**config.mk**
```make
export PLATFORM = sky130hd
export DESIGN_NAME = pool_window_flat
export DESIGN_NICKNAME = d
export VERILOG_FILES = /design/src/rtl/pool_window_pkg.sv /design/src/rtl/pool_window_if.sv /design/src/rtl/pool_window_line_buffer.sv /design/src/rtl/pool_window.sv /design/src/flat_wrapper.sv
export SDC_FILE = /design/constraint.sdc
export NUM_CORES = 2
export LEC_CHECK = 0
export BUFFER_PORTS_ARGS = -buffer_cell sky130_fd_sc_hd__buf_2
export CAP_MARGIN = 10
export CORE_MARGIN = 10
export CORE_UTILIZATION = 28
export DETAILED_ROUTE_END_ITERATION = 16
export PLACE_DENSITY = 0.47
export SETUP_SLACK_MARGIN = 0.3
export SKIP_CTS_REPAIR_TIMING = 1
export SLEW_MARGIN = 20
export SYNTH_ARGS = -nofsm -noshare
export SYNTH_HDL_FRONTEND = slang
export SYNTH_SLANG_ARGS = --single-unit
```
**constraint.sdc**
```tcl
create_clock -name clk -period 4.95 [get_ports clk]
set_input_delay 0 -clock clk [delete_from_list [all_inputs] [get_ports clk]]
set_output_delay 0 -clock clk [all_outputs]
set_load 0.005 [all_outputs]
```
**src/rtl/pool_window_pkg.sv**
```systemverilog
// pool_window_pkg
//   Shared sizing constants and types for the 2x2 pooling window stage.
//   DWIDTH : pixel width (signed two's complement)
//   MAXW   : maximum feature-map width, also the line-buffer depth
//   SWIDTH : width of the img_w/img_h fields and the row/col counters
//   AWIDTH : line-buffer address width
package pool_window_pkg;

  localparam int DWIDTH = 16;
  localparam int MAXW   = 64;
  localparam int SWIDTH = 7;
  localparam int AWIDTH = $clog2(MAXW);

  typedef logic signed [DWIDTH-1:0] pixel_t;
  typedef logic [SWIDTH-1:0]        size_t;
  typedef logic [AWIDTH-1:0]        addr_t;

  typedef enum logic [1:0] {
    ST_IDLE  = 2'd0,
    ST_RUN   = 2'd1,
    ST_FLUSH = 2'd2
  } state_t;

  // Column counter to line-buffer address; col never exceeds MAXW-1.
  function automatic addr_t col_addr(input size_t col);
    return col[AWIDTH-1:0];
  endfunction

endpackage

```
**src/rtl/pool_window_if.sv**
```systemverilog
// pool_window_if
//   Groups the frame-control, pixel-stream and window outputs of pool_window.
//   master : drives start/img_w/img_h/valid_in/pixel_in, observes the window side
//   slave  : the pool_window block itself
//   Signals:
//     start, img_w, img_h        frame start pulse and frame dimensions
//     valid_in, pixel_in         raster pixel stream (no backpressure)
//     pixel_feat0..3             current 2x2 window (TL, TR, BL, BR)
//     out_en                     one-cycle capture strobe for the pool stage
//     busy, frame_done           frame status
interface pool_window_if;
  import pool_window_pkg::*;

  logic   start;
  size_t  img_w;
  size_t  img_h;
  logic   valid_in;
  pixel_t pixel_in;

  pixel_t pixel_feat0;
  pixel_t pixel_feat1;
  pixel_t pixel_feat2;
  pixel_t pixel_feat3;
  logic   out_en;
  logic   busy;
  logic   frame_done;

  modport master (
    output start, img_w, img_h, valid_in, pixel_in,
    input  pixel_feat0, pixel_feat1, pixel_feat2, pixel_feat3,
    input  out_en, busy, frame_done
  );

  modport slave (
    input  start, img_w, img_h, valid_in, pixel_in,
    output pixel_feat0, pixel_feat1, pixel_feat2, pixel_feat3,
    output out_en, busy, frame_done
  );

endinterface

```
**src/rtl/pool_window_line_buffer.sv**
```systemverilog
// pool_window_line_buffer
//   One-line pixel store (MAXW x DWIDTH). One synchronous write port and two
//   combinational read ports; the reads are sampled by the window registers in
//   the top on the same edge that accepts the odd/odd pixel, so the buffered
//   top-row pair lands on the feature outputs one cycle after that accept.
//   Contents are not reset.
//   Ports:
//     clk              clock
//     we, waddr, wdata write port
//     raddr_a/rdata_a  read port A (window column 2c)
//     raddr_b/rdata_b  read port B (window column 2c+1)
module pool_window_line_buffer
  import pool_window_pkg::*;
(
  input  logic   clk,
  input  logic   we,
  input  addr_t  waddr,
  input  pixel_t wdata,
  input  addr_t  raddr_a,
  input  addr_t  raddr_b,
  output pixel_t rdata_a,
  output pixel_t rdata_b
);

  pixel_t mem [MAXW];

  always_ff @(posedge clk) begin
    if (we) begin
      mem[waddr] <= wdata;
    end
  end

  assign rdata_a = mem[raddr_a];
  assign rdata_b = mem[raddr_b];

endmodule

```
**src/rtl/pool_window.sv**
```systemverilog
// pool_window
//   Turns a raster-order feature map into non-overlapping 2x2 windows (stride 2)
//   for the downstream max-pool stage. Even rows are stored in a one-line
//   buffer; when the bottom-right pixel of a window (odd row, odd col) is
//   accepted, the four window pixels are registered onto pixel_feat0..3 and
//   out_en pulses one cycle later, when pool has registered them.
//   Trailing odd column/row pixels are counted but never windowed.
//
//   state | meaning
//   IDLE  | waiting for start; valid_in ignored
//   RUN   | counting accepted pixels in raster order
//   FLUSH | two cycles draining the strobe pipe; frame_done in the second
//
//   Ports:
//     clk   clock, rising edge
//     xrst  asynchronous active-high reset
//     bus   pool_window_if slave modport (stream in, window out, status)
module pool_window
  import pool_window_pkg::*;
(
  input logic         clk,
  input logic         xrst,
  pool_window_if.slave bus
);

  state_t state;
  size_t  w_lat;
  size_t  h_lat;
  size_t  row;
  size_t  col;
  logic   flush_cnt;
  pixel_t held;
  logic   win_p1;

  pixel_t feat0_q;
  pixel_t feat1_q;
  pixel_t feat2_q;
  pixel_t feat3_q;
  logic   out_en_q;
  logic   busy_q;
  logic   done_q;

  logic   accept;
  logic   last_col;
  logic   last_row;
  logic   at_window;
  logic   buf_we;
  pixel_t rd_left;
  pixel_t rd_right;

  assign accept    = (state == ST_RUN) && bus.valid_in;
  assign last_col  = (col == w_lat - size_t'(1));
  assign last_row  = (row == h_lat - size_t'(1));
  // Odd row and odd column: this pixel closes a 2x2 window.
  assign at_window = accept && row[0] && col[0];
  assign buf_we    = accept && !row[0];

  pool_window_line_buffer u_line_buffer (
    .clk     (clk),
    .we      (buf_we),
    .waddr   (col_addr(col)),
    .wdata   (bus.pixel_in),
    .raddr_a (col_addr(col - size_t'(1))),
    .raddr_b (col_addr(col)),
    .rdata_a (rd_left),
    .rdata_b (rd_right)
  );

  always_ff @(posedge clk or posedge xrst) begin
    if (xrst) begin
      state     <= ST_IDLE;
      w_lat     <= '0;
      h_lat     <= '0;
      row       <= '0;
      col       <= '0;
      flush_cnt <= 1'b0;
      held      <= '0;
      win_p1    <= 1'b0;
      feat0_q   <= '0;
      feat1_q   <= '0;
      feat2_q   <= '0;
      feat3_q   <= '0;
      out_en_q  <= 1'b0;
      busy_q    <= 1'b0;
      done_q    <= 1'b0;
    end else begin
      // Two-stage strobe: feats register at T+1, pool captures at T+2.
      win_p1   <= at_window;
      out_en_q <= win_p1;
      done_q   <= 1'b0;

      if (accept) begin
        held <= bus.pixel_in;
      end

      if (at_window) begin
        feat0_q <= rd_left;
        feat1_q <= rd_right;
        feat2_q <= held;
        feat3_q <= bus.pixel_in;
      end

      case (state)
        ST_IDLE: begin
          if (bus.start) begin
            state  <= ST_RUN;
            w_lat  <= bus.img_w;
            h_lat  <= bus.img_h;
            row    <= '0;
            col    <= '0;
            busy_q <= 1'b1;
          end
        end
        ST_RUN: begin
          if (bus.valid_in) begin
            if (last_col) begin
              col <= '0;
              if (last_row) begin
                state     <= ST_FLUSH;
                flush_cnt <= 1'b0;
              end else begin
                row <= row + size_t'(1);
              end
            end else begin
              col <= col + size_t'(1);
            end
          end
        end
        ST_FLUSH: begin
          if (!flush_cnt) begin
            flush_cnt <= 1'b1;
            done_q    <= 1'b1;
          end else begin
            state  <= ST_IDLE;
            busy_q <= 1'b0;
          end
        end
        default: begin
          state  <= ST_IDLE;
          busy_q <= 1'b0;
        end
      endcase
    end
  end

  assign bus.pixel_feat0 = feat0_q;
  assign bus.pixel_feat1 = feat1_q;
  assign bus.pixel_feat2 = feat2_q;
  assign bus.pixel_feat3 = feat3_q;
  assign bus.out_en      = out_en_q;
  assign bus.busy        = busy_q;
  assign bus.frame_done  = done_q;

endmodule
```
**src/flat_wrapper.sv**
```systemverilog
// flat-port wrapper written by rule: the top's interface ports become plain ports
module pool_window_flat import pool_window_pkg::*;
  (clk, xrst, bus_start, bus_img_w, bus_img_h, bus_valid_in, bus_pixel_in, bus_pixel_feat0, bus_pixel_feat1, bus_pixel_feat2, bus_pixel_feat3, bus_out_en, bus_busy, bus_frame_done);
  pool_window_if bus_i ();
  input logic clk;
  input logic xrst;
  input wire logic [$bits(bus_i.start)-1:0] bus_start;
  input wire logic [$bits(bus_i.img_w)-1:0] bus_img_w;
  input wire logic [$bits(bus_i.img_h)-1:0] bus_img_h;
  input wire logic [$bits(bus_i.valid_in)-1:0] bus_valid_in;
  input wire logic [$bits(bus_i.pixel_in)-1:0] bus_pixel_in;
  output wire logic [$bits(bus_i.pixel_feat0)-1:0] bus_pixel_feat0;
  output wire logic [$bits(bus_i.pixel_feat1)-1:0] bus_pixel_feat1;
  output wire logic [$bits(bus_i.pixel_feat2)-1:0] bus_pixel_feat2;
  output wire logic [$bits(bus_i.pixel_feat3)-1:0] bus_pixel_feat3;
  output wire logic [$bits(bus_i.out_en)-1:0] bus_out_en;
  output wire logic [$bits(bus_i.busy)-1:0] bus_busy;
  output wire logic [$bits(bus_i.frame_done)-1:0] bus_frame_done;
  assign bus_i.start = bus_start;
  assign bus_i.img_w = bus_img_w;
  assign bus_i.img_h = bus_img_h;
  assign bus_i.valid_in = bus_valid_in;
  assign bus_i.pixel_in = bus_pixel_in;
  assign bus_pixel_feat0 = bus_i.pixel_feat0;
  assign bus_pixel_feat1 = bus_i.pixel_feat1;
  assign bus_pixel_feat2 = bus_i.pixel_feat2;
  assign bus_pixel_feat3 = bus_i.pixel_feat3;
  assign bus_out_en = bus_i.out_en;
  assign bus_busy = bus_i.busy;
  assign bus_frame_done = bus_i.frame_done;
  pool_window u_core (.clk(clk), .xrst(xrst), .bus(bus_i));
endmodule
```
# --- After elaboration in Yosys (flattened, before gate mapping) ---
# Memory sizes are Yosys's and may differ from the RTL's. A register that Yosys moved wholly into a read port is not among the register bits.
# Cells that the tools add are included.
word_totals:
  reg_bits: 83
  mem_bits_rw: 1024
  inputBits: 34
  out_inout_bits: 67
  wordCells: 69
  mem_count: 1
mem_list:
  columns: ["name", "words", "word_bits", "read_ports", "rd_clocked_by_memory_dff", "write_ports", "line", "text"]
  rows:
  - ["u_core.u_line_buffer.mem", 64, 16, 2, 2, 1, "pool_window_line_buffer.sv:25", "pixel_t mem [MAXW];"]
op_classes:
  add_sub_neg: 5
  eq_ne: 10
  muxes: 25
  bitwise: 1
  reduce_logical: 14
ops:
  columns: ["cell", "n"]
  rows:
  - ["2-to-1 mux 7 bit", 6]
  - ["one-hot mux 7 bit (2 select lines)", 2]
  - ["adder 7 x 1 -> 7 bit (second input constant)", 2]
  - ["equality test 7 bit", 2]
  - ["subtractor 7 x 1 -> 7 bit (second input constant)", 2]
  - ["2-to-1 mux 2 bit", 5]
  - ["AND reduction 5 bit", 2]
  - ["2-to-1 mux 1 bit", 9]
  - ["!= test 2 x 1 -> 1 bit (second input constant)", 3]
  - ["!= test 2 bit (second input constant)", 3]
  - ["one-hot mux 2 bit (3 select lines)", 1]
  - ["AND reduction 3 bit", 2]
  - ["subtractor 6 x 1 -> 6 bit (second input constant)", 1]
  - ["logical AND 1 bit", 4]
  - ["AND reduction 4 bit", 1]
  - ["nonzero test 2 bit", 2]
  - ["one-hot mux 1 bit (3 select lines)", 1]
  - ["equality test 2 x 1 -> 1 bit (second input constant)", 1]
  - ["equality test 2 bit (second input constant)", 1]
  - ["zero test 2 bit", 1]
  - ["one-hot mux 1 bit (2 select lines)", 1]
  - ["AND reduction 2 bit", 1]
  - ["zero test 1 bit", 1]
  - ["NOT 1 bit", 1]

# --- Longest topological paths before layout ---
logic_depth:
  depth_word: 6
  depth_mapped: 16

# --- Modules after synthesis ---
# Synthesis repeated with hierarchy kept, for this count alone.
unflattened:
  cells_unflattened: 2972
  hier_area_um2: 53306.1
modules_own_cells:
  columns: ["module", "instances", "cells_each", "area_per_inst_um2", "seq_area_each_um2"]
  rows:
  - ["pool_window_line_buffer", 1, 2550, 48196.2, 30749.5]
  - ["pool_window", 1, 422, 5109.9, 2877.8]

# --- Worst setup path after synthesis ---
# OpenSTA, ideal clock, no wires.
synth_path:
  path_type: "register to register"
  startpoint: "reg u_core.col[0]"
  endpoint: "reg u_core.feat0_q[4], in the netlist u_core.bus.pixel_feat0[4] (read register of u_core.u_line_buffer.mem)"
  setup_time_ns: 0.129
  t_arrival_ns: 3.303
  t_required_ns: 4.821
  setup_slack_ns: 1.518
  path_stages_with_launch: 14
  n_path_buf: 7
  synth_period_minus_slack_ns: 3.432
  cell_sequence: "dfrtp_1 buf_4 buf_4 inv_1 clkbuf_1 clkbuf_1 ha_1 buf_2 buf_2 buf_1 mux4_2 mux4_2 o2111ai_1 nand3_1"
synth_via:
  elab_chain_cells: 1
  word_cells_on_any_way: 2
  cone_classes: "1 x add/sub; 1 x reduce/logical"
synth_lines:
  columns: ["item", "line", "text"]
  rows:
  - ["from (decl)", "pool_window.sv:30", "size_t col;"]
  - ["from (signal assigned)", "pool_window.sv:125", "col <= col + size_t'(1);"]
  - ["subtractor 6 x 1 -> 6 bit / logical AND 1 bit (equally long branches)", "pool_window.sv:63, pool_window.sv:55", null]
  - ["to (decl)", "pool_window.sv:35", "pixel_t feat0_q;"]
# Several ways; a longest one is shown, not always the timed one.
# A chain may end at the register's enable or synchronous reset.

# --- Worst setup path in the final report ---
layout_path:
  startpoint: "reg u_core.col[1]"
  endpoint: "reg u_core.feat0_q[1], in the netlist u_core.bus.pixel_feat0[1] (read register of u_core.u_line_buffer.mem)"
layout_via:
  elab_chain_cells: 1
layout_lines:
  columns: ["item", "line", "text"]
  rows:
  - ["subtractor 6 x 1 -> 6 bit", "pool_window.sv:63", ".raddr_a (col_addr(col - size_t'(1))),"]
# No other way between the ends.

==> run metrics <==
layout cells sized above 1 29.33%; RePlAce Congestion 0.9509; Synth area leader edfxtp_1; synth unique cells 76; Avg Inst Size Synth 16.31 um2; core area 185600 um2; total wire length 213300 um; max-slew violation count 0; top-area cell type share of the netlist area 58.80%; HP Start bus_img_h[0]; Setup WS post-layout 0.5654 ns; Seq/Total Area, Yosys 64.30%; VDD IR-drop max 0.7287 mV; Die Y 452.2 um; fin cells 6001; DR WL/cell 35.55 um; pre-CTS WS 0.7806 ns; FILL cells 17860; final setup violation count 0; CTS Buf Count 131; Hold Crit Endpoint u_core.h_lat[0]$_DFFE_PP0P_; required time at the worst-slack endpoint 5.63 ns; Fin. Hold Viols 30; power per cell area 670.0 nW/um2; I/O pins 101; Max-slew headroom 17.28%; Post-Syn Instances 3207; reg2reg path depth 8; global-route wire length before repair 290500 um; HP Class in -> reg; Setup CP Type reg -> reg; setup TNS 0 ns; CP startpoint u_core.col[1]$_DFFE_PP0P_; Via-to-Cell Ratio 5.765; Final nets 3449; reg-to-reg endpoint u_core.bus.pixel_feat0[1]$_DFFE_PP0P_; antenna violations before repair 18; largest net degree at the start of global routing 91; # DRC 0; PortBufs 100; clock-pin slew on the worst setup and hold paths 0.06 ns; total of max-cap violations 0; WP data arrival 5.07 ns; GR Overflow Total 0; Routed Antenna Nets 0; CP startpoint kind flip-flop; status finished with violations; GRT Total Usage 20.16%; fin crit share 88.58%; Worst setup EP type flip-flop; Post-synth EDFFs 1024; Final Critical Period 4.385 ns; FF-to-FF setup slack 0.57 ns; clock insertion delay at the later pin of the skew report 0.80 ns; Min-Delay Path Depth 4; area of the die 204500 um2; failing checks hold timing; detailed-placement wirelength estimate 137300 um; Initial Util 28.17%; Synth Cell Area 52300 um2; area grow syn2layout 17.16%; Post-synth ARST share 10.10%; placed cells 5722; via count 34590; DR iter-0 viols 4875; CTS root buf clkbuf_16; CP max FO 18; Worst Max-Slew Pin Slew 1.241 ns; YS warnings 0; worst hold margin -0.02809 ns; Synth area leaders edfxtp_1 (59%), mux4_2 (15%), dfrtp_1 (5.5%), mux2_2 (2.5%), nand2_1 (2.4%); H-tree depth 4; Most used DFF post-synth edfxtp_1; post-synthesis register bit count 1139; TritonCTS clock tree yes; maximum clock insertion buffer count 3; fmax 0.2281 GHz; worst r2r src u_core.col[1]$_DFFE_PP0P_; Clock Skews 0.03020 ns; Die X 452.2 um; site row count 158; Mapped Nets 3246; DR pass1 iterations 6; number of global-route vias before repair 33470; LEAKAGE 19.98 nW; RSZ-0062 raised after global routing false; Finished Core Util 33.01%; # clock sinks 1139
==> synthesized netlist by cell type, types with 5 or more instances <==
cell type,number
a21oi_1,29
a221o_1,26
a221oi_1,125
a222oi_1,10
a22o_1,20
a22oi_1,76
a31oi_1,13
a32oi_1,23
and2_1,8
and3_1,5
buf_1,25
buf_2,90
buf_4,32
clkbuf_1,103
dfrtp_1,115
edfxtp_1,1024
ha_1,5
inv_1,14
mux2_2,117
mux2i_1,111
mux4_2,341
nand2_1,337
nand2b_1,6
nand3_1,46
nand4_1,5
nor2_1,204
nor2b_1,10
nor3_1,12
o2111ai_1,29
o211ai_1,12
o21ai_0,48
o221ai_1,8
o22a_1,10
o22ai_1,47
o2bb2ai_1,14
o32a_1,8
xnor2_1,11
xor2_1,17
==> power by group <==
group	internal, mW	switching (mW)
Clock	5.38	4.15
Sequential	11.1	0.851
Combinational	6.79	12.8
==> worst max-delay path: stages (launching register included) <==
cell and delay, ns:
dfrtp_4 0.66, buf_4 0.32, nor3_4 0.84, buf_4 0.47
nand2_1 0.11, xor2_1 0.41, and2_1 0.48, o2111ai_1 0.65
nand3_1 0.30
==> per-layer routing <==
layer | track usage, % | routed length (um) | vias to the layer above | part of all wire (%)
met4 | 11.02 | 13190 | 8 | 6.2
met3 | 5.436 | 20860 | 437 | 9.8
met5 | 0 | 51 | - | 0.024
met1 | 26.62 | 85090 | 18390 | 40
met2 | 30.01 | 94130 | 2125 | 44
li1 | - | - | 13630 | -
==> worst max-delay path by stage <==
stage / endpoint / slack [ns] / cells after the start
after global routing: u_core.bus.pixel_feat0[1]$_DFFE_PP0P_ / 0.67 / 7
after floorplan: u_core.bus.pixel_feat0[4]$_DFFE_PP0P_ / 1.52 / 13
after CTS: u_core.bus.pixel_feat1[3]$_DFFE_PP0P_ / 0.75 / 8
after detailed placement: u_core.bus.pixel_feat1[3]$_DFFE_PP0P_ / 0.78 / 8
final: u_core.bus.pixel_feat0[1]$_DFFE_PP0P_ / 0.57 / 8
after global placement: u_core.bus.pixel_feat0[12]$_DFFE_PP0P_ / 0.25 / 8
==> final cells by class <==
class | instances | area [um2] | share of cell area, %
Antenna cell | 9 | 22.52 | 0.03676
Clock buffer | 166 | 3462 | 5.650
Clock inverter | 69 | 669.4 | 1.092
Inverter | 15 | 63.81 | 0.1041
Multi-Input combinational cell | 1799 | 17720 | 28.93
Sequential cell | 1139 | 33640 | 54.90
Tap cell | 2480 | 3103 | 5.064
Timing Repair Buffer | 324 | 2590 | 4.227
==> logic make-up after synthesis <==
family | Yosys count | synth area share, %
AO/OA/AOI/OAI | 534 | 8.015
buffers and inverters | 269 | 2.421
AND/OR/NAND/NOR | 661 | 5.285
XOR/XNOR | 30 | 0.5311
flip-flops | 1139 | 64.30
adder cells (fa/ha/maj) | 5 | 0.1196
multiplexers | 569 | 19.33
==> metrics by stage <==
step,power [mW],instance area [um2]
after floorplan,22.26,52300
after global placement,31.31,56740
after detailed placement,31.25,56770
after CTS,40.79,60900
after global routing,42.06,61250
final,41.05,61270
==> registers in the layout, summed over array words and instances, names as in the netlist <==
name and flops:
u_core.u_line_buffer.mem 1024, u_core.bus.pixel_feat0 16, u_core.bus.pixel_feat1 16, u_core.bus.pixel_feat2 16, u_core.bus.pixel_feat3 16, u_core.held 16
u_core.col 7, u_core.h_lat 7, u_core.row 7, u_core.w_lat 7, u_core.state 2, u_core.bus.busy 1
u_core.bus.frame_done 1, u_core.bus.out_en 1, u_core.flush_cnt 1, u_core.win_p1 1
==> cells in the final DEF, fill, tap and decap left out, types with 32 or more instances in the layout <==
cell type / count
mux4_2: 341
nand2_1: 337
nand3_1: 46
buf_2: 100
nor2_2: 64
o22ai_1: 46
mux2i_1: 111
edfxtp_1: 1024
buf_4: 163
clkbuf_16: 133
a22oi_1: 76
a221oi_1: 125
mux2_2: 117
dfrtp_1: 112
dlygate4sd3_1: 35
clkbuf_1: 32
o21ai_0: 48
nor2_1: 137
Power figures use the tool's default switching activity.
